[src/rtl/cgra_pkg.sv]
// Shared STRELA CGRA definitions: node counts, execution-controller states and
// a helper that turns per-node output sizes into an active-node mask.
package cgra_pkg;

  localparam int INPUT_NODES  = 4;
  localparam int OUTPUT_NODES = 4;

  typedef enum logic [2:0] {
    IDLE,
    CLEAR,
    LOAD,
    EXEC,
    DONE
  } ctrl_state_t;

  // A node takes part in a run only when it has something to produce
  function automatic logic [OUTPUT_NODES-1:0] active_mask(
    input logic [16*OUTPUT_NODES-1:0] sizes
  );
    logic [OUTPUT_NODES-1:0] mask;
    for (int n = 0; n < OUTPUT_NODES; n++) begin
      mask[n] = (sizes[16*n +: 16] != 16'd0);
    end
    return mask;
  endfunction

endpackage

[src/rtl/perf_counter.sv]
// Saturating performance counter: clear wins over enable, and the count
// sticks at all-ones instead of wrapping.
module perf_counter #(
  parameter int WIDTH = 32
) (
  input  logic             clk_i,
  input  logic             rst_ni,
  input  logic             clear,
  input  logic             enable,
  output logic [WIDTH-1:0] count
);

  always_ff @(posedge clk_i or negedge rst_ni) begin
    if (!rst_ni) begin
      count <= '0;
    end else if (clear) begin
      count <= '0;
    end else if (enable && (count != '1)) begin
      count <= count + 1'b1;
    end
  end

endmodule

[src/rtl/exec_ctrl.sv]
// STRELA execution controller: sequences optional bitstream clear, bitstream
// load and kernel execution from CSR pulses, and keeps the run's cycle counters.
module exec_ctrl
  import cgra_pkg::*;
(
  input  logic                         clk_i,
  input  logic                         rst_ni,
  input  logic                         start_i,
  input  logic                         clear_bs_i,
  input  logic                         change_bs_i,
  input  logic [15:0]                  config_size_i,
  input  logic [16*OUTPUT_NODES-1:0]   output_size_i,
  input  logic                         cfg_word_i,
  input  logic [OUTPUT_NODES-1:0]      out_done_i,
  input  logic                         stall_i,
  output logic                         execute_o,
  output logic                         clear_bs_o,
  output logic                         cfg_load_o,
  output logic                         exec_start_o,
  output logic                         done_o,
  output logic [31:0]                  bs_cycles_o,
  output logic [31:0]                  exec_cycles_o,
  output logic [31:0]                  stall_cycles_o
);

  ctrl_state_t             state, state_next;
  logic                    bs_valid, bs_valid_next;
  logic                    pending_start, pending_start_next;
  logic [15:0]             cfg_size, cfg_size_next;
  logic [15:0]             word_cnt, word_cnt_next;
  logic [OUTPUT_NODES-1:0] mask, mask_next;
  logic [OUTPUT_NODES-1:0] done_bits, done_bits_next;
  logic                    exec_seen;
  logic                    counter_clear;
  logic                    in_load, in_exec, in_stall;

  always_ff @(posedge clk_i or negedge rst_ni) begin
    if (!rst_ni) begin
      state         <= IDLE;
      bs_valid      <= 1'b0;
      pending_start <= 1'b0;
      cfg_size      <= '0;
      word_cnt      <= '0;
      mask          <= '0;
      done_bits     <= '0;
      exec_seen     <= 1'b0;
    end else begin
      state         <= state_next;
      bs_valid      <= bs_valid_next;
      pending_start <= pending_start_next;
      cfg_size      <= cfg_size_next;
      word_cnt      <= word_cnt_next;
      mask          <= mask_next;
      done_bits     <= done_bits_next;
      exec_seen     <= (state == EXEC);
    end
  end

  always_comb begin
    state_next         = state;
    bs_valid_next      = bs_valid;
    pending_start_next = pending_start;
    cfg_size_next      = cfg_size;
    word_cnt_next      = word_cnt;
    mask_next          = mask;
    done_bits_next     = done_bits;
    counter_clear      = 1'b0;

    unique case (state)
      IDLE: begin
        // Run parameters are captured once so CSR edits mid-run cannot leak in
        if (start_i) begin
          cfg_size_next = config_size_i;
          mask_next     = active_mask(output_size_i);
          word_cnt_next = '0;
          counter_clear = 1'b1;
        end
        if (clear_bs_i) begin
          state_next         = CLEAR;
          pending_start_next = start_i;
        end else if (start_i && (change_bs_i || !bs_valid) && (config_size_i != 16'd0)) begin
          state_next = LOAD;
        end else if (start_i) begin
          state_next = EXEC;
        end
      end
      CLEAR: begin
        bs_valid_next      = 1'b0;
        pending_start_next = 1'b0;
        if (pending_start) begin
          state_next = (cfg_size != 16'd0) ? LOAD : EXEC;
        end else begin
          state_next = IDLE;
        end
      end
      LOAD: begin
        if (cfg_word_i) begin
          word_cnt_next = word_cnt + 16'd1;
          if ((word_cnt + 16'd1) == cfg_size) begin
            bs_valid_next = 1'b1;
            state_next    = EXEC;
          end
        end
      end
      EXEC: begin
        // A node finishing in the same cycle as the last one still counts
        done_bits_next = done_bits | (out_done_i & mask);
        if (((done_bits | out_done_i) & mask) == mask) begin
          state_next = DONE;
        end
      end
      DONE: begin
        done_bits_next = '0;
        state_next     = IDLE;
      end
      default: state_next = IDLE;
    endcase
  end

  assign execute_o    = (state != IDLE);
  assign clear_bs_o   = (state == CLEAR);
  assign cfg_load_o   = (state == LOAD);
  assign exec_start_o = (state == EXEC) && !exec_seen;
  assign done_o       = (state == DONE);

  assign in_load  = (state == LOAD);
  assign in_exec  = (state == EXEC);
  assign in_stall = in_exec && stall_i;

  perf_counter #(.WIDTH(32)) u_bs_cycles (
    .clk_i  (clk_i),
    .rst_ni (rst_ni),
    .clear  (counter_clear),
    .enable (in_load),
    .count  (bs_cycles_o)
  );

  perf_counter #(.WIDTH(32)) u_exec_cycles (
    .clk_i  (clk_i),
    .rst_ni (rst_ni),
    .clear  (counter_clear),
    .enable (in_exec),
    .count  (exec_cycles_o)
  );

  perf_counter #(.WIDTH(32)) u_stall_cycles (
    .clk_i  (clk_i),
    .rst_ni (rst_ni),
    .clear  (counter_clear),
    .enable (in_stall),
    .count  (stall_cycles_o)
  );

endmodule

[config.mk]
export PLATFORM = sky130hd
export DESIGN_NAME = exec_ctrl
export DESIGN_NICKNAME = d
export VERILOG_FILES = /design/src/rtl/cgra_pkg.sv /design/src/rtl/perf_counter.sv /design/src/rtl/exec_ctrl.sv
export SDC_FILE = /design/constraint.sdc
export NUM_CORES = 1
export LEC_CHECK = 0
export BUFFER_PORTS_ARGS = -buffer_cell sky130_fd_sc_hd__buf_4
export CAP_MARGIN = 25
export CORE_MARGIN = 2
export CORE_UTILIZATION = 49
export DETAILED_ROUTE_END_ITERATION = 16
export PLACE_DENSITY = 0.85
export SETUP_SLACK_MARGIN = 0.05
export SYNTH_ARGS = -nofsm -noshare
export SYNTH_HDL_FRONTEND = slang
export SYNTH_SLANG_ARGS = --single-unit
[constraint.sdc]
create_clock -name clk_i -period 2 [get_ports clk_i]
set_input_delay 0.4 -clock clk_i [delete_from_list [all_inputs] [get_ports clk_i]]
set_output_delay 0.4 -clock clk_i [all_outputs]
set_load 0.01 [all_outputs]
==> results of run 1 <==
[synth_stat cells (22+ instances only)]
cell type    n
o21ai_0     40
a21oi_1     26
nand4_1     35
xnor2_1     57
nand3_1     38
nand2_1    112
clkbuf_1    22
nor4_1      33
and3_1      24
nor3_1      29
xor2_1      36
dfrtp_1    142
nor2_1     111
[final timing paths]
check | start | to | slack, ns | cells after the start
min in group asynchronous | rst_ni | u_stall_cycles.count[6] | 0.48 | 2
max in group asynchronous | rst_ni | u_bs_cycles.count[18] | 0.89 | 3
hold reg to reg | bs_valid | bs_valid | 0.49 | 2
setup / recovery | state[1] | u_bs_cycles.count[8] | -0.33 | 7
setup reg to reg | state[1] | u_bs_cycles.count[8] | -0.33 | 7
hold / removal | config_size_i[5] | cfg_size[5] | 0.18 | 3
[state kept, by name (all words and copies together), names as in the netlist]
register              flops
u_bs_cycles.count        32
u_exec_cycles.count      32
u_stall_cycles.count     32
cfg_size                 16
word_cnt                 16
done_bits                 4
mask                      4
state                     3
bs_valid                  1
exec_seen                 1
pending_start             1
[critical path, delay by kind of cell, from the launching register on]
family | cells | cell delay, ns
DFF | 1 | 0.43
and+or+nand+nor | 3 | 1.20
xor gates and xnor gates | 1 | 0.23
buffers and inverters | 3 | 0.36
[kinds of logic (layout without fill, tap and decap cells)]
logic type	count (synthesis)	count (layout)	synth area share (%)
muxes	6	6	0.7689
xor gates and xnor gates	93	93	10.43
and+or+nand+nor	463	463	30.45
adders and majority gates	4	4	0.6407
DFF	142	142	45.49
AOI/OAI and AO/OA	117	117	9.675
buffers and inverters	46	430	2.547
[power by group through the flow]
stage | clock network [mW] | logic [mW] | registers, mW
floorplan | 0 | 1.63 | 3.58
global placement | 0 | 2.93 | 3.59
detailed placement | 0 | 3.01 | 3.61
CTS | 2.98 | 3.45 | 3.59
global route | 3.08 | 4.41 | 3.67
finish | 2.98 | 4.18 | 3.64
[per-layer routing]
metal / share of wire, % / track usage (%) / vias to the layer above / wire length, µm
met5: 0 / 0 / - / 0
met4: 4.6 / 11.95 / 0 / 1336
met3: 6.4 / 4.674 / 114 / 1864
met2: 52 / 53.62 / 509 / 15140
met1: 37 / 36.30 / 4385 / 10620
li1: - / - / 3881 / -
[metrics by stage]
stage / instance area (µm²) / total power, mW / worst slack, ns
6_report: 12270 / 10.79 / -0.3268
3_5_place_dp: 10600 / 6.628 / -0.2278
3_3_place_gp: 10600 / 6.526 / -0.1019
5_1_grt: 12270 / 11.16 / -0.3809
2_1_floorplan: 7894 / 5.205 / -0.05431
4_1_cts: 11550 / 10.02 / -0.06525
[area by class of cell]
type	instances	area share (%)
clock buffer	18	3.579
clock inverter	14	0.9178
inverter	13	0.4895
multi-input combinational	683	38.79
sequential	142	29.07
tap	216	2.203
timing repair buffer	385	24.94
[timing repair]
| action | in CTS | in global routing |
|---|---|---|
| hold buffers | 1 | 0 |
| pin swaps | 23 | 58 |
| gates resized for setup | 64 | 138 |
| endpoints found under the setup margin | 66 | 124 |
| gates cloned | 0 | 3 |
| setup buffers | 17 | 27 |
| hold endpoints to repair | 46 | 0 |
==> flow_summary.yaml, run 1 <==
drt:
  wl_um: 28970
  drtIter0Drc: 789
  vias: 8889
  routedWlPerCell_um: 19.69
  drc_errors: 0
  viasPerCell: 6.043
  firstDrtPassIters: 5
  ant_nets: 0
synth:
  synth_top_area_share_pct: 45.49
  avgSynthCellArea_um2: 8.968
  synthArstFlopShare_pct: 100.0
  syn_nets: 966
  ys_warn_count: 0
  synth_area_leader_cell: "dfrtp_1"
  yosysSeqAreaShare_pct: 45.49
  synth_area_um2: 7811
  synth_ff_type: "dfrtp_1"
  synth-edff-count: 0
  netlist_instances: 871
  ys_top_cells_by_area: "dfrtp_1 (45%), xnor2_1 (6.4%), nand2_1 (5.4%)"
  ys_seq_elements: 142
  synthDistinctLibCells: 60
sta:
  finClkSkew_ns: 0.006766
  min_period_ns: 2.327
  holdWs_ns: 0.1785
  tns_ns: -2.490
  slew_violations: 0
  fmax_mhz: 429.8
  tightest_slew_ns: 0.8297
  grt_setup_unrepaired: "yes"
  fin_ws_ns: -0.3268
  relSlewSlack_pct: 43.91
  setup_viol: 33
  hold_viol_final: 0
  period_share_pct: 116.3
finish:
  layout_common_cells: "buf_4 (349), dfrtp_1 (131), nand2_1 (110)"
  finalNetCount: 1337
  fillers: 914
  regArea_um2: 3567
  multi_input_area_um2: 4760
  layout-drive-gt1-share_pct: 43.67
  num_antenna_cells: 0
  final_cells: 1471
  final_common_cell: "buf_4"
  fin_util_pct: 78.09
  syn2layout_area_growth_pct: 57.07
pwr:
  ir_drop_mv: 0.8562
  clock_power_share_pct: 27.6
  p_switching_mw: 3.974
  p_int_mw: 6.818
  p_per_area_nw_per_um2: 879.6
  p_comb_share_pct: 38.7
  swShare_pct: 36.83
  leakagePower_nw: 5.651
  power_frac_seq_pct: 33.7
floorplan:
  start_util_pct: 49.71
  die_area_um2: 16970
  fp-row-count: 46
  ios: 192
  fp.coreArea_um2: 15710
  die_h_um: 130.3
  dieWidth_um: 130.3
setup_path:
  worstPathRequired_ns: 2.32
  crit_chain: "buf_6 > inv_2 > or3_4 > buf_4 > nor4b_1 > xnor2_1 > nor2_1"
  cp_max_fo: 8
  worst_ep_arrival_time_ns: 2.64
  crit_slowest_cell: "nor4b_1"
  max_stage_delay_ns: 0.75
  start_kind: "register"
  critPathCaptureType: "register"
  crit_type: "reg -> reg"
clocking:
  numCtsBuffers: 17
  cts.sinks: 142
  clk_pin_slew_worst_paths_ns: 0.06
  clk_path_buf_depth: 2
  cts_root_buf: "clkbuf_16"
  cts_max_level: 4
  cts_tree: "yes"
  clock_latency_ns: 0.44
global_routing:
  grt_pass1_vias: 8173
  grt_overflow_total: 0
  grt_pass1_wl_um: 39850
  grt_max_degree: 50
  grt_use_total_pct: 29.99
  antenna_found_initial: 0
place:
  numPortBuffers: 191
  dpl.cell_count: 1393
  dp_hpwl_um: 17360
  globalplace.congestion: 0.8959
worst_hold_path:
  min_path_type: "in -> reg"
outcome:
  outcome: "complete, but fails checks"
  violations: "setup timing"
run:
  max_cap_viol_count: 0
No activity file was read; power rests on OpenSTA's default activity.
==> run 2, diff against run 1 <==
--- a/config.mk
+++ b/config.mk
@@ -5,7 +5,7 @@
 export SDC_FILE = /design/constraint.sdc
 export NUM_CORES = 1
 export LEC_CHECK = 0
-export BUFFER_PORTS_ARGS = -buffer_cell sky130_fd_sc_hd__buf_4
+export BUFFER_PORTS_ARGS = -buffer_cell sky130_fd_sc_hd__buf_2
 export CAP_MARGIN = 25
 export CORE_MARGIN = 2
 export CORE_UTILIZATION = 49
==> flow_summary.yaml, run 2 (synthesis gave the netlist of run 1 again) <==
setup_path:
  crit_type: "reg -> reg"
  reg2reg_depth: 8
  cpMostUsedCell: "buf_4"
  cp.depth: 8
  cp_num_buf_inv: 2
  crit_family: "simple AND/OR/NAND/NOR gates"
  cp_max_fo: 4
  crit_chain: "nand3_2 > buf_4 > nor2_2 > buf_4 > nor3_1 > a31oi_1 > or4_4 > o31ai_2"
  critPathCaptureType: "register"
  max_stage_delay_ns: 0.58
  worstPathRequired_ns: 2.34
  worst_ep_arrival_time_ns: 2.43
  start_kind: "register"
  crit_slowest_cell: "or4_4"
drt:
  wl_um: 29060
  ant_nets: 0
  viasPerCell: 6.057
  routedWlPerCell_um: 19.81
  vias: 8885
  drc_errors: 0
  drtIter0Drc: 788
  firstDrtPassIters: 6
sta:
  period_share_pct: 104.5
  tightest_slew_ns: 0.5689
  slew_violations: 0
  relSlewSlack_pct: 61.95
  fin_ws_ns: -0.09011
  finClkSkew_ns: 0.009449
  setup_viol: 18
  tns_ns: -0.6557
  min_period_ns: 2.090
  fmax_mhz: 478.4
  grt_setup_unrepaired: "yes"
  hold_viol_final: 0
worst_hold_path:
  min_path_cells: 3
  min_path_type: "in -> reg"
pwr:
  p_switching_mw: 3.841
  leakagePower_nw: 5.656
  p_comb_share_pct: 33.7
  ir_drop_mv: 0.8207
  clock_power_share_pct: 34.3
  power_frac_seq_pct: 32.0
  swShare_pct: 33.49
  p_int_mw: 7.628
  power.total_mw: 11.47
  p_per_area_nw_per_um2: 964.9
floorplan:
  ios: 192
  fp.coreArea_um2: 15710
  dieWidth_um: 130.3
  die_h_um: 130.3
  die_area_um2: 16970
  start_util_pct: 49.71
  fp-row-count: 46
clocking:
  clk_path_buf_depth: 2
  cts_tree: "yes"
  cts_root_buf: "clkbuf_16"
  clock_latency_ns: 0.44
  cts_max_level: 4
  clk_pin_slew_worst_paths_ns: 0.06
  numCtsBuffers: 17
  cts.sinks: 142
outcome:
  outcome: "complete, but fails checks"
  violations: "setup timing"
place:
  numPortBuffers: 191
  dp_hpwl_um: 17120
  globalplace.congestion: 0.9056
  placed_cell_area_um2: 10100
  pre_cts_slack_ns: -0.2059
finish:
  layout_common_cells: "buf_2 (188), buf_4 (168), dfrtp_1 (130)"
  final_common_cell: "buf_2"
  top_regs: "u_bs_cycles.count (32), u_exec_cycles.count (32), u_stall_cycles.count (32)"
  design_area_um2: 11890
  finalNetCount: 1334
  layout-drive-gt1-share_pct: 42.05
  syn2layout_area_growth_pct: 52.17
  num_antenna_cells: 0
global_routing:
  grt_use_total_pct: 30.31
  grt_pass1_wl_um: 40140
  grt_max_degree: 49
  grt_pass1_vias: 8186
  grt_overflow_total: 0
  antenna_found_initial: 0
run:
  max_cap_viol_count: 0
==> run 2: cell count changes in the layout (fill, tap and decap cells not counted), moves of 6 or more <==
| cell | before | now |
|---|---|---|
| buf_2 | 1 | 188 |
| buf_4 | 349 | 168 |
| buf_6 | 27 | 18 |
| bufinv_16 | 0 | 8 |
| a21oi_1 | 15 | 21 |
| a21oi_2 | 9 | 3 |
| clkinv_4 | 6 | 0 |
==> run 2: power groups by stage <==
stage / logic [mW] / clock network (mW) / registers [mW]
6_report: 3.87 / 3.94 / 3.66
5_1_grt: 4.10 / 4.08 / 3.70
4_1_cts: 3.20 / 3.92 / 3.60
3_5_place_dp: 2.85 / 0 / 3.64
3_3_place_gp: 2.76 / 0 / 3.62
2_1_floorplan: 1.63 / 0 / 3.58
==> run 2: final timing paths <==
kind	slack [ns]	start	endpoint
setup reg to reg	-0.09	word_cnt[0]	state[0]
hold / removal	0.19	config_size_i[14]	cfg_size[14]
setup / recovery	-0.09	word_cnt[0]	state[0]
min in group asynchronous	0.47	rst_ni	u_stall_cycles.count[25]
max in group asynchronous	0.89	rst_ni	word_cnt[6]
hold reg to reg	0.49	bs_valid	bs_valid
==> run 2: final cells by class <==
class / count / area, µm²
Sequential cell: 142 / 3568
Inverter: 13 / 56.30
Clock inverter: 10 / 256.5
Tap cell: 216 / 270.3
Clock buffer: 21 / 460.4
Multi-Input combinational cell: 683 / 4715
Fill cell: 949 / 3826
Timing Repair Buffer: 382 / 2560
==> run 2: tightest hold or removal path, cell delays in order <==
cell,delay [ns]
buf_2,0.09
nand2_1,0.05
nand2_1,0.05
==> run 2: what timing repair did <==
action | CTS | global route
hold buffers | 1 | 0
setup buffers | 12 | 29
pin swaps | 19 | 42
hold endpoints to repair | 37 | 0
cloned | 0 | 4
gates resized for setup | 59 | 119
setup endpoints to repair | 49 | 123
==> run 2: through the flow <==
stage,hold slack [ns],cells,util [%]
final,0.1885,1467,75.65
after global routing,0.2277,1467,75.65
after CTS,0.1895,1435,71.32
after detailed placement,0.3589,1391,64.31
after global placement,0.3572,1391,64.31
after floorplan,0.1044,871,-
==> run 2: layer usage <==
metal	vias to the layer above	wire length, µm	global-route usage, %
met1	4328	10550	35.18
met5	-	0	0
met4	0	1401	14.93
met2	530	14880	53.43
met3	147	2229	6.191
li1	3880	-	-
